`src/rtl/uart_pkg.sv`:
```
// Shared UART definitions: receiver FSM encoding, frame-length limits and
// the parity-type encoding also used by the transmitter.
package uart_pkg;

  localparam int unsigned DATA_W        = 9;
  localparam int unsigned LEN_W         = 4;
  localparam int unsigned FRAME_LEN_MIN = 5;
  localparam int unsigned FRAME_LEN_MAX = 9;

  localparam logic PARITY_EVEN = 1'b0;
  localparam logic PARITY_ODD  = 1'b1;

  typedef enum logic [2:0] {
    ST_IDLE      = 3'd0,
    ST_DATA      = 3'd1,
    ST_PARITY    = 3'd2,
    ST_STOP1     = 3'd3,
    ST_STOP2     = 3'd4,
    ST_WAIT_HIGH = 3'd5
  } rx_state_e;

  // Line configuration captured at start-bit detection
  typedef struct packed {
    logic             par_en;
    logic             par_odd;
    logic             two_stop;
    logic [LEN_W-1:0] len;
  } rx_cfg_t;

  // Payload held in the output register
  typedef struct packed {
    logic [DATA_W-1:0] data;
    logic              parity_err;
    logic              frame_err;
  } rx_frame_t;

  function automatic logic [LEN_W-1:0] clamp_len(input logic [LEN_W-1:0] len);
    if (len < LEN_W'(FRAME_LEN_MIN)) return LEN_W'(FRAME_LEN_MIN);
    if (len > LEN_W'(FRAME_LEN_MAX)) return LEN_W'(FRAME_LEN_MAX);
    return len;
  endfunction

endpackage

```
`src/rtl/uart_sync.sv`:
```
// N-flop synchroniser for the serial line; flops reset to the idle level (1).
module uart_sync #(
  parameter int unsigned STAGES = 2
) (
  input  logic clk,
  input  logic rst,
  input  logic d_i,
  output logic q_o
);

  logic [STAGES-1:0] sync_q;

  always_ff @(posedge clk or posedge rst) begin
    if (rst) begin
      sync_q <= '1;
    end else begin
      sync_q <= {sync_q[STAGES-2:0], d_i};
    end
  end

  assign q_o = sync_q[STAGES-1];

endmodule

```
`src/rtl/uart_receiver.sv`:
```
// UART receive stage: one line bit per clock, 5..9 data bits LSB-first,
// optional parity, 1 or 2 stop bits, one-entry valid/ready output register.
module uart_receiver
  import uart_pkg::*;
#(
  parameter int unsigned SYNC_STAGES = 2
) (
  input  logic       clk,
  input  logic       rst,
  input  logic       rx,
  input  logic       parity,
  input  logic       parity_type,
  input  logic       stop_bits,
  input  logic [3:0] frame_length,
  output logic [8:0] rx_data,
  output logic       rx_valid,
  input  logic       rx_ready,
  output logic       parity_err,
  output logic       frame_err,
  output logic       overrun,
  output logic       busy
);

  logic rx_s;

  uart_sync #(.STAGES(SYNC_STAGES)) u_sync (
    .clk (clk),
    .rst (rst),
    .d_i (rx),
    .q_o (rx_s)
  );

  rx_state_e         state_q;
  rx_cfg_t           cfg_q;
  logic [LEN_W-1:0]  cnt_q;
  logic [DATA_W-1:0] shift_q;
  logic              par_flag_q;
  logic              frm_flag_q;
  logic              busy_q;

  rx_frame_t         hold_q;
  logic              rx_valid_q;
  logic              overrun_q;

  logic last_stop_c;
  logic frm_final_c;
  logic slot_free_c;
  logic par_exp_c;

  // The final stop bit is sampled and the frame delivered in the same cycle
  assign last_stop_c = ((state_q == ST_STOP1) && !cfg_q.two_stop) || (state_q == ST_STOP2);
  assign frm_final_c = frm_flag_q | ~rx_s;
  assign slot_free_c = !rx_valid_q || rx_ready;
  assign par_exp_c   = (^shift_q) ^ (cfg_q.par_odd == PARITY_ODD);

  always_ff @(posedge clk or posedge rst) begin
    if (rst) begin
      state_q    <= ST_IDLE;
      cfg_q      <= '0;
      cnt_q      <= '0;
      shift_q    <= '0;
      par_flag_q <= 1'b0;
      frm_flag_q <= 1'b0;
      busy_q     <= 1'b0;
    end else begin
      unique case (state_q)
        ST_IDLE: begin
          if (!rx_s) begin
            cfg_q      <= '{par_en:   parity,
                            par_odd:  parity_type,
                            two_stop: stop_bits,
                            len:      clamp_len(frame_length)};
            cnt_q      <= '0;
            shift_q    <= '0;
            par_flag_q <= 1'b0;
            frm_flag_q <= 1'b0;
            busy_q     <= 1'b1;
            state_q    <= ST_DATA;
          end
        end
        ST_DATA: begin
          shift_q <= shift_q | (DATA_W'(rx_s) << cnt_q);
          cnt_q   <= cnt_q + LEN_W'(1);
          if (cnt_q == cfg_q.len - LEN_W'(1)) begin
            state_q <= cfg_q.par_en ? ST_PARITY : ST_STOP1;
          end
        end
        ST_PARITY: begin
          par_flag_q <= (rx_s != par_exp_c);
          state_q    <= ST_STOP1;
        end
        ST_STOP1: begin
          frm_flag_q <= frm_final_c;
          if (cfg_q.two_stop) begin
            state_q <= ST_STOP2;
          end else begin
            state_q <= frm_final_c ? ST_WAIT_HIGH : ST_IDLE;
            busy_q  <= frm_final_c;
          end
        end
        ST_STOP2: begin
          frm_flag_q <= frm_final_c;
          state_q    <= frm_final_c ? ST_WAIT_HIGH : ST_IDLE;
          busy_q     <= frm_final_c;
        end
        // A held-low line after a bad stop bit must not look like new starts
        ST_WAIT_HIGH: begin
          if (rx_s) begin
            state_q <= ST_IDLE;
            busy_q  <= 1'b0;
          end
        end
        default: begin
          state_q <= ST_IDLE;
          busy_q  <= 1'b0;
        end
      endcase
    end
  end

  // Holding register: load when free, otherwise drop the frame and flag overrun
  always_ff @(posedge clk or posedge rst) begin
    if (rst) begin
      hold_q     <= '0;
      rx_valid_q <= 1'b0;
      overrun_q  <= 1'b0;
    end else begin
      overrun_q <= 1'b0;
      if (last_stop_c && slot_free_c) begin
        hold_q     <= '{data:       shift_q,
                        parity_err: par_flag_q,
                        frame_err:  frm_final_c};
        rx_valid_q <= 1'b1;
      end else begin
        if (last_stop_c) begin
          overrun_q <= 1'b1;
        end
        if (rx_valid_q && rx_ready) begin
          rx_valid_q <= 1'b0;
        end
      end
    end
  end

  assign rx_data    = hold_q.data;
  assign parity_err = hold_q.parity_err;
  assign frame_err  = hold_q.frame_err;
  assign rx_valid   = rx_valid_q;
  assign overrun    = overrun_q;
  assign busy       = busy_q;

endmodule

```
`config.mk`:
```
export PLATFORM = sky130hd
export DESIGN_NAME = uart_receiver
export DESIGN_NICKNAME = d
export VERILOG_FILES = /design/src/rtl/uart_pkg.sv /design/src/rtl/uart_sync.sv /design/src/rtl/uart_receiver.sv
export SDC_FILE = /design/constraint.sdc
export NUM_CORES = 1
export LEC_CHECK = 0
export ABC_AREA = 0
export CAP_MARGIN = 15
export CORE_AREA = 2 2 64 66
export CTS_CLUSTER_DIAMETER = 200
export DETAILED_ROUTE_END_ITERATION = 8
export DIE_AREA = 0 0 66 68
export HOLD_SLACK_MARGIN = 0.1
export PLACE_DENSITY_LB_ADDON = 0.3
export SLEW_MARGIN = 30
export SYNTH_ARGS = -nofsm -noshare
export SYNTH_HDL_FRONTEND = slang
export SYNTH_SLANG_ARGS = --single-unit
```
`constraint.sdc`:
```
create_clock -name clk -period 2.09 [get_ports clk]
set_clock_uncertainty 0.2 [all_clocks]
set_input_delay 0.3135 -clock clk [delete_from_list [all_inputs] [get_ports clk]]
set_output_delay 0.3135 -clock clk [all_outputs]
set_load 0.02 [all_outputs]
```
# Word-level counts from Yosys, hierarchy flattened
# Cells that the tools add are included.
[totals]
regBits = 41
input_bits = 11
out_inout_bits = 14
wordCells = 91
[classes]
addsub = 2
magnitude_cmp = 2
n_eq_ne = 11
n_shift = 1
muxes = 33
bitwise = 5
reduce_logical = 21
[op_table]
columns = ["operator", "n"]
rows = [
  ["$mux 4", 5],
  ["$pmux 3 s6", 1],
  ["$pmux 9 s2", 1],
  ["$mux 1", 16],
  ["$mux 3", 5],
  ["$mux 9", 1],
  ["$or 9x9->9", 1],
  ["$reduce_xor 9->1", 1],
  ["$shl 1x4->9", 1],
  ["$pmux 4 s2", 1],
  ["$reduce_and 2->1", 4],
  ["$reduce_bool 2->1", 4],
  ["$eq 3x2->1 const B", 2],
  ["$eq 3x3->1 const B", 2],
  ["$ne 2x2->1 const B", 3],
  ["$pmux 1 s5", 1],
  ["$add 4x1->4 const B", 1],
  ["$eq 4x4->1", 1],
  ["$gt 4x4->1 const B", 1],
  ["$lt 4x3->1 const B", 1],
  ["$pmux 1 s2", 2],
  ["$reduce_and 4->1", 1],
  ["$reduce_or 2->1", 2],
  ["$sub 4x1->4 const B", 1],
  ["other kinds (11)", 16],
]

# Depth between registers and ports, before layout
[depth]
depth_word = 9
ltp_mapped = 6

# Cells and area by module
# A second synthesis with hierarchy kept.
[unflattened]
cells_unflattened = 178
hier_area_um2 = 1978.1
[modules_own_cells]
columns = ["mod", "n_inst", "cells_per_inst", "area_each_um2", "seq_area_each_um2"]
rows = [
  ["uart_receiver", 1, 175, 1921.8, 975.9],
  ["uart_sync", 1, 3, 56.3, 52.6],
]

# Worst setup path after synthesis
# No wires, ideal clock.
[synth_path]
kind = "reg2reg"
from = "register cfg_q[0] (netlist bit)"
to = "register state_q[0]"
t_arrival_ns = 1.404
t_required_ns = 1.766
slack_ns = 0.362
stages_incl_launch_ff = 7
period_less_slack_ns = 1.728
cell_sequence = "dfrtp_1 inv_1 ha_1 xnor3_1 nand4_1 o21a_1 a211o_1"
[synth_between]
elab_chain_len = 4
[synth_lines]
columns = ["item", "line", "rtl"]
rows = [
  ["start, declared", "uart_receiver.sv:34", "rx_cfg_t cfg_q;"],
  ["start signal, assigned", "uart_receiver.sv:69", "cfg_q <= '{par_en: parity,"],
  ["$sub 4x1->4", "uart_receiver.sv:84", "if (cnt_q == cfg_q.len - LEN_W'(1)) begin"],
  ["$eq 4x4->1", "uart_receiver.sv:84", ""],
  ["$ne 2x2->1 (no line)", "n/a", ""],
  ["$reduce_and 3->1 (no line)", "n/a", ""],
  ["end signal, assigned", "uart_receiver.sv:85", "state_q <= cfg_q.par_en ? ST_PARITY : ST_STOP1;"],
  ["end signal, assigned", "uart_receiver.sv:97", "state_q <= frm_final_c ? ST_WAIT_HIGH : ST_IDLE;"],
  ["end signal, assigned", "uart_receiver.sv:103", "state_q <= frm_final_c ? ST_WAIT_HIGH : ST_IDLE;"],
  ["end, declared", "uart_receiver.sv:33", "rx_state_e state_q;"],
]
# No other way between the ends.
# A chain may end at the register's enable or synchronous reset.

# Final worst setup path
# Ends and elaborated chain as after synthesis.

==> results.sh <==
export IMPL_fin_ws_ns=0.239
export IMPL_avgSynthCellArea_um2=11.3
export IMPL_final_common_cell="dfrtp_1"
export IMPL_r2r_setup_slack_ns=0.24
export IMPL_root_buffer="clkbuf_8"
export IMPL_setup_viol=0
export IMPL_slew_headroom_pct=65.1
export IMPL_antenna_found_initial=0
export IMPL_clockBufferDepth=2
export IMPL_required_ns=2.07
export IMPL_fmax_ghz=0.540
export IMPL_initial_utilization_pct=51.7
export IMPL_dieArea_um2=4490
export IMPL_cts_resized=0
export IMPL_drive_gt1_share_pct=18.2
export IMPL_tns_ns=0
export IMPL_ir_drop_mv=0.692
export IMPL_hp_class="in2async"
export IMPL_ys_flop_type="dfrtp_1"
export IMPL_post_cts_buffers=0
export IMPL_die_w_um=66
export IMPL_power_mw=3.81
export IMPL_hold_buffers=0
export IMPL_cts_sinks=41
export IMPL_drc=0
export IMPL_area_delta_synth_final_pct=22.1
export IMPL_row_count=23
export IMPL_drt_vias_per_instance=5.29
export IMPL_synth_edf_count=0
export IMPL_overflow=0
export IMPL_ys_async_sr_fraction_pct=100
export IMPL_die_h_um=68
export IMPL_dp_cells=251
export IMPL_syn_instance_count=176
export IMPL_io_buffers=24
export IMPL_slew_violations=0
export IMPL_numCtsBuffers=5
export IMPL_startpoint_type="flip-flop"
export IMPL_n_antenna_cell=0
export IMPL_ys_types=41
export IMPL_cts_tree="done"
export IMPL_grt_pass1_vias=1396
export IMPL_synth_nets=189
export IMPL_grt_max_degree=26
export IMPL_gp_congestion=0.876
export IMPL_dp_hpwl_mm=2.80
export IMPL_crit_arrival_ns=1.83
export IMPL_final_cell_mix="dfrtp_1, clkdlybuf4s50_1, nand2_1"
export IMPL_path_clk_slew_ns=0.08
export IMPL_grtUsageTotal_pct=19.0
export IMPL_core_area_um2=3860
export IMPL_hold_violations=0
export IMPL_leakage_nw=1.12
export IMPL_endpoint_kind="flip-flop"
export IMPL_layoutNonFillerInstCount=259
export IMPL_clock_latency_ns=0.29
export IMPL_fin_crit_sh_pct=88.6
export IMPL_power_density_nw_per_um2=1570
export IMPL_syn_area_um2=1990
export IMPL_ioPinCount=25
export IMPL_dpl_worst_slack_ns=0.226
export IMPL_ys_ff_latch=41
export IMPL_dr_total_vias=1371
export IMPL_rsz0062_at_grt="false"
export IMPL_wl_mm=3.62
export IMPL_yosysWarnings=0
export IMPL_status="complete, no violations"
export IMPL_path_class="reg2reg"
export IMPL_grt_pass1_wl_mm=6.35
export IMPL_worst_slew_pin_slew_ns=0.523
export IMPL_seq_area_frac_synth_pct=51.6
export IMPL_maxCapViolCount=0
export IMPL_drt_pre_antenna_iters=4
export IMPL_nets=221
export IMPL_wl_per_cell_um=14.0
export IMPL_ant_nets=0
export IMPL_cts_htree_levels=2
export IMPL_period_needed_ns=1.85
export IMPL_initialDrtViolationCount=62
export IMPL_critPathMaxFanout=3
==> power by group <==
group          internal, mW  switching, mW  total (mW)
combinational         0.970          0.786        1.76
clock                 0.389          0.267       0.657
sequential             1.11          0.295        1.40
total                  2.46           1.35        3.81
==> Yosys cell counts (2+ instances only) <==
| master | n | area, um2 |
|---|---|---|
| dfrtp_1 | 39 | 976 |
| nand2_1 | 23 | 86.3 |
| nor2_1 | 9 | 33.8 |
| mux2_4 | 8 | 120 |
| o21ai_0 | 8 | 40.0 |
| xnor2_1 | 8 | 70.1 |
| inv_1 | 7 | 26.3 |
| mux2_2 | 7 | 78.8 |
| a21oi_1 | 6 | 30.0 |
| buf_2 | 5 | 25.0 |
| nand2b_1 | 5 | 31.3 |
| nor3_1 | 4 | 20.0 |
| xor2_1 | 4 | 35.0 |
| a22o_1 | 3 | 26.3 |
| buf_6 | 3 | 33.8 |
| nand3b_1 | 3 | 22.5 |
| a211oi_1 | 2 | 15.0 |
| dfstp_2 | 2 | 52.6 |
| ha_1 | 2 | 25.0 |
| mux2i_1 | 2 | 20.0 |
| nand3_1 | 2 | 10.0 |
| nand4_1 | 2 | 12.5 |
| nor4_1 | 2 | 12.5 |
| o22ai_1 | 2 | 12.5 |
| xnor3_1 | 2 | 45.0 |
==> area by class of cell <==
type	count	area, um2
Fill cell	319	1420
Inverter	7	26.3
Tap cell	50	62.6
Multi-Input combinational cell	119	873
Sequential cell	41	1030
Timing Repair Buffer	34	328
Clock inverter	1	30.0
Clock buffer	7	86.3
==> critical path: stages, from the launching register on <==
cell and delay [ns]:
dfrtp_1 0.39, inv_1 0.08, ha_1 0.21, xnor3_1 0.27
nand4_1 0.09, o21a_1 0.19, a211o_1 0.29
==> sequential cells by signal (all words and copies together), names as in the netlist <==
name,count
busy,1
cfg_q,7
rx_valid,1
overrun,1
u_sync.sync_q,2
state_q,3
rx_data,9
shift_q,9
frm_flag_q,1
cnt_q,4
frame_err,1
parity_err,1
par_flag_q,1
==> final timing paths <==
check / start / endpoint / cells after the start
worst max-delay path: cfg_q[0] / state_q[0] / 6
min in group clk: u_sync.sync_q[0] / u_sync.sync_q[1] / 0
max in group asynchronous: rst / rx_data[6] / 3
worst min-delay path: rst / cfg_q[0] / 2
worst max register to register: cfg_q[0] / state_q[0] / 6
worst min register to register: u_sync.sync_q[0] / u_sync.sync_q[1] / 0
==> per-layer routing <==
| layer | track usage, % | wire (um) |
|---|---|---|
| met3 | 4.93 | 135 |
| met4 | 8.16 | 57 |
| met2 | 34.2 | 1880 |
| met5 | 0 | 0 |
| met1 | 21.4 | 1550 |
==> cells by family after synthesis <==
kind of cell | Yosys count | share of synthesized area, %
simple gates | 56 | 14.2
flops | 41 | 51.6
compound gates | 30 | 9.85
mux | 17 | 11.0
buf+inv | 16 | 4.64
xor+xnor | 14 | 7.53
fa+ha+maj | 2 | 1.25
==> metrics by stage <==
step	util (%)	hold WS (ns)	cell area, um2
final	63.1	0.152	2430
after global routing	63.1	0.161	2430
after CTS	63.1	0.158	2430
after detailed placement	60.1	0.148	2320
after global placement	60.1	0.146	2320
after floorplan	-	0.118	1990
Note: power is estimated with default switching activity, not from simulation.
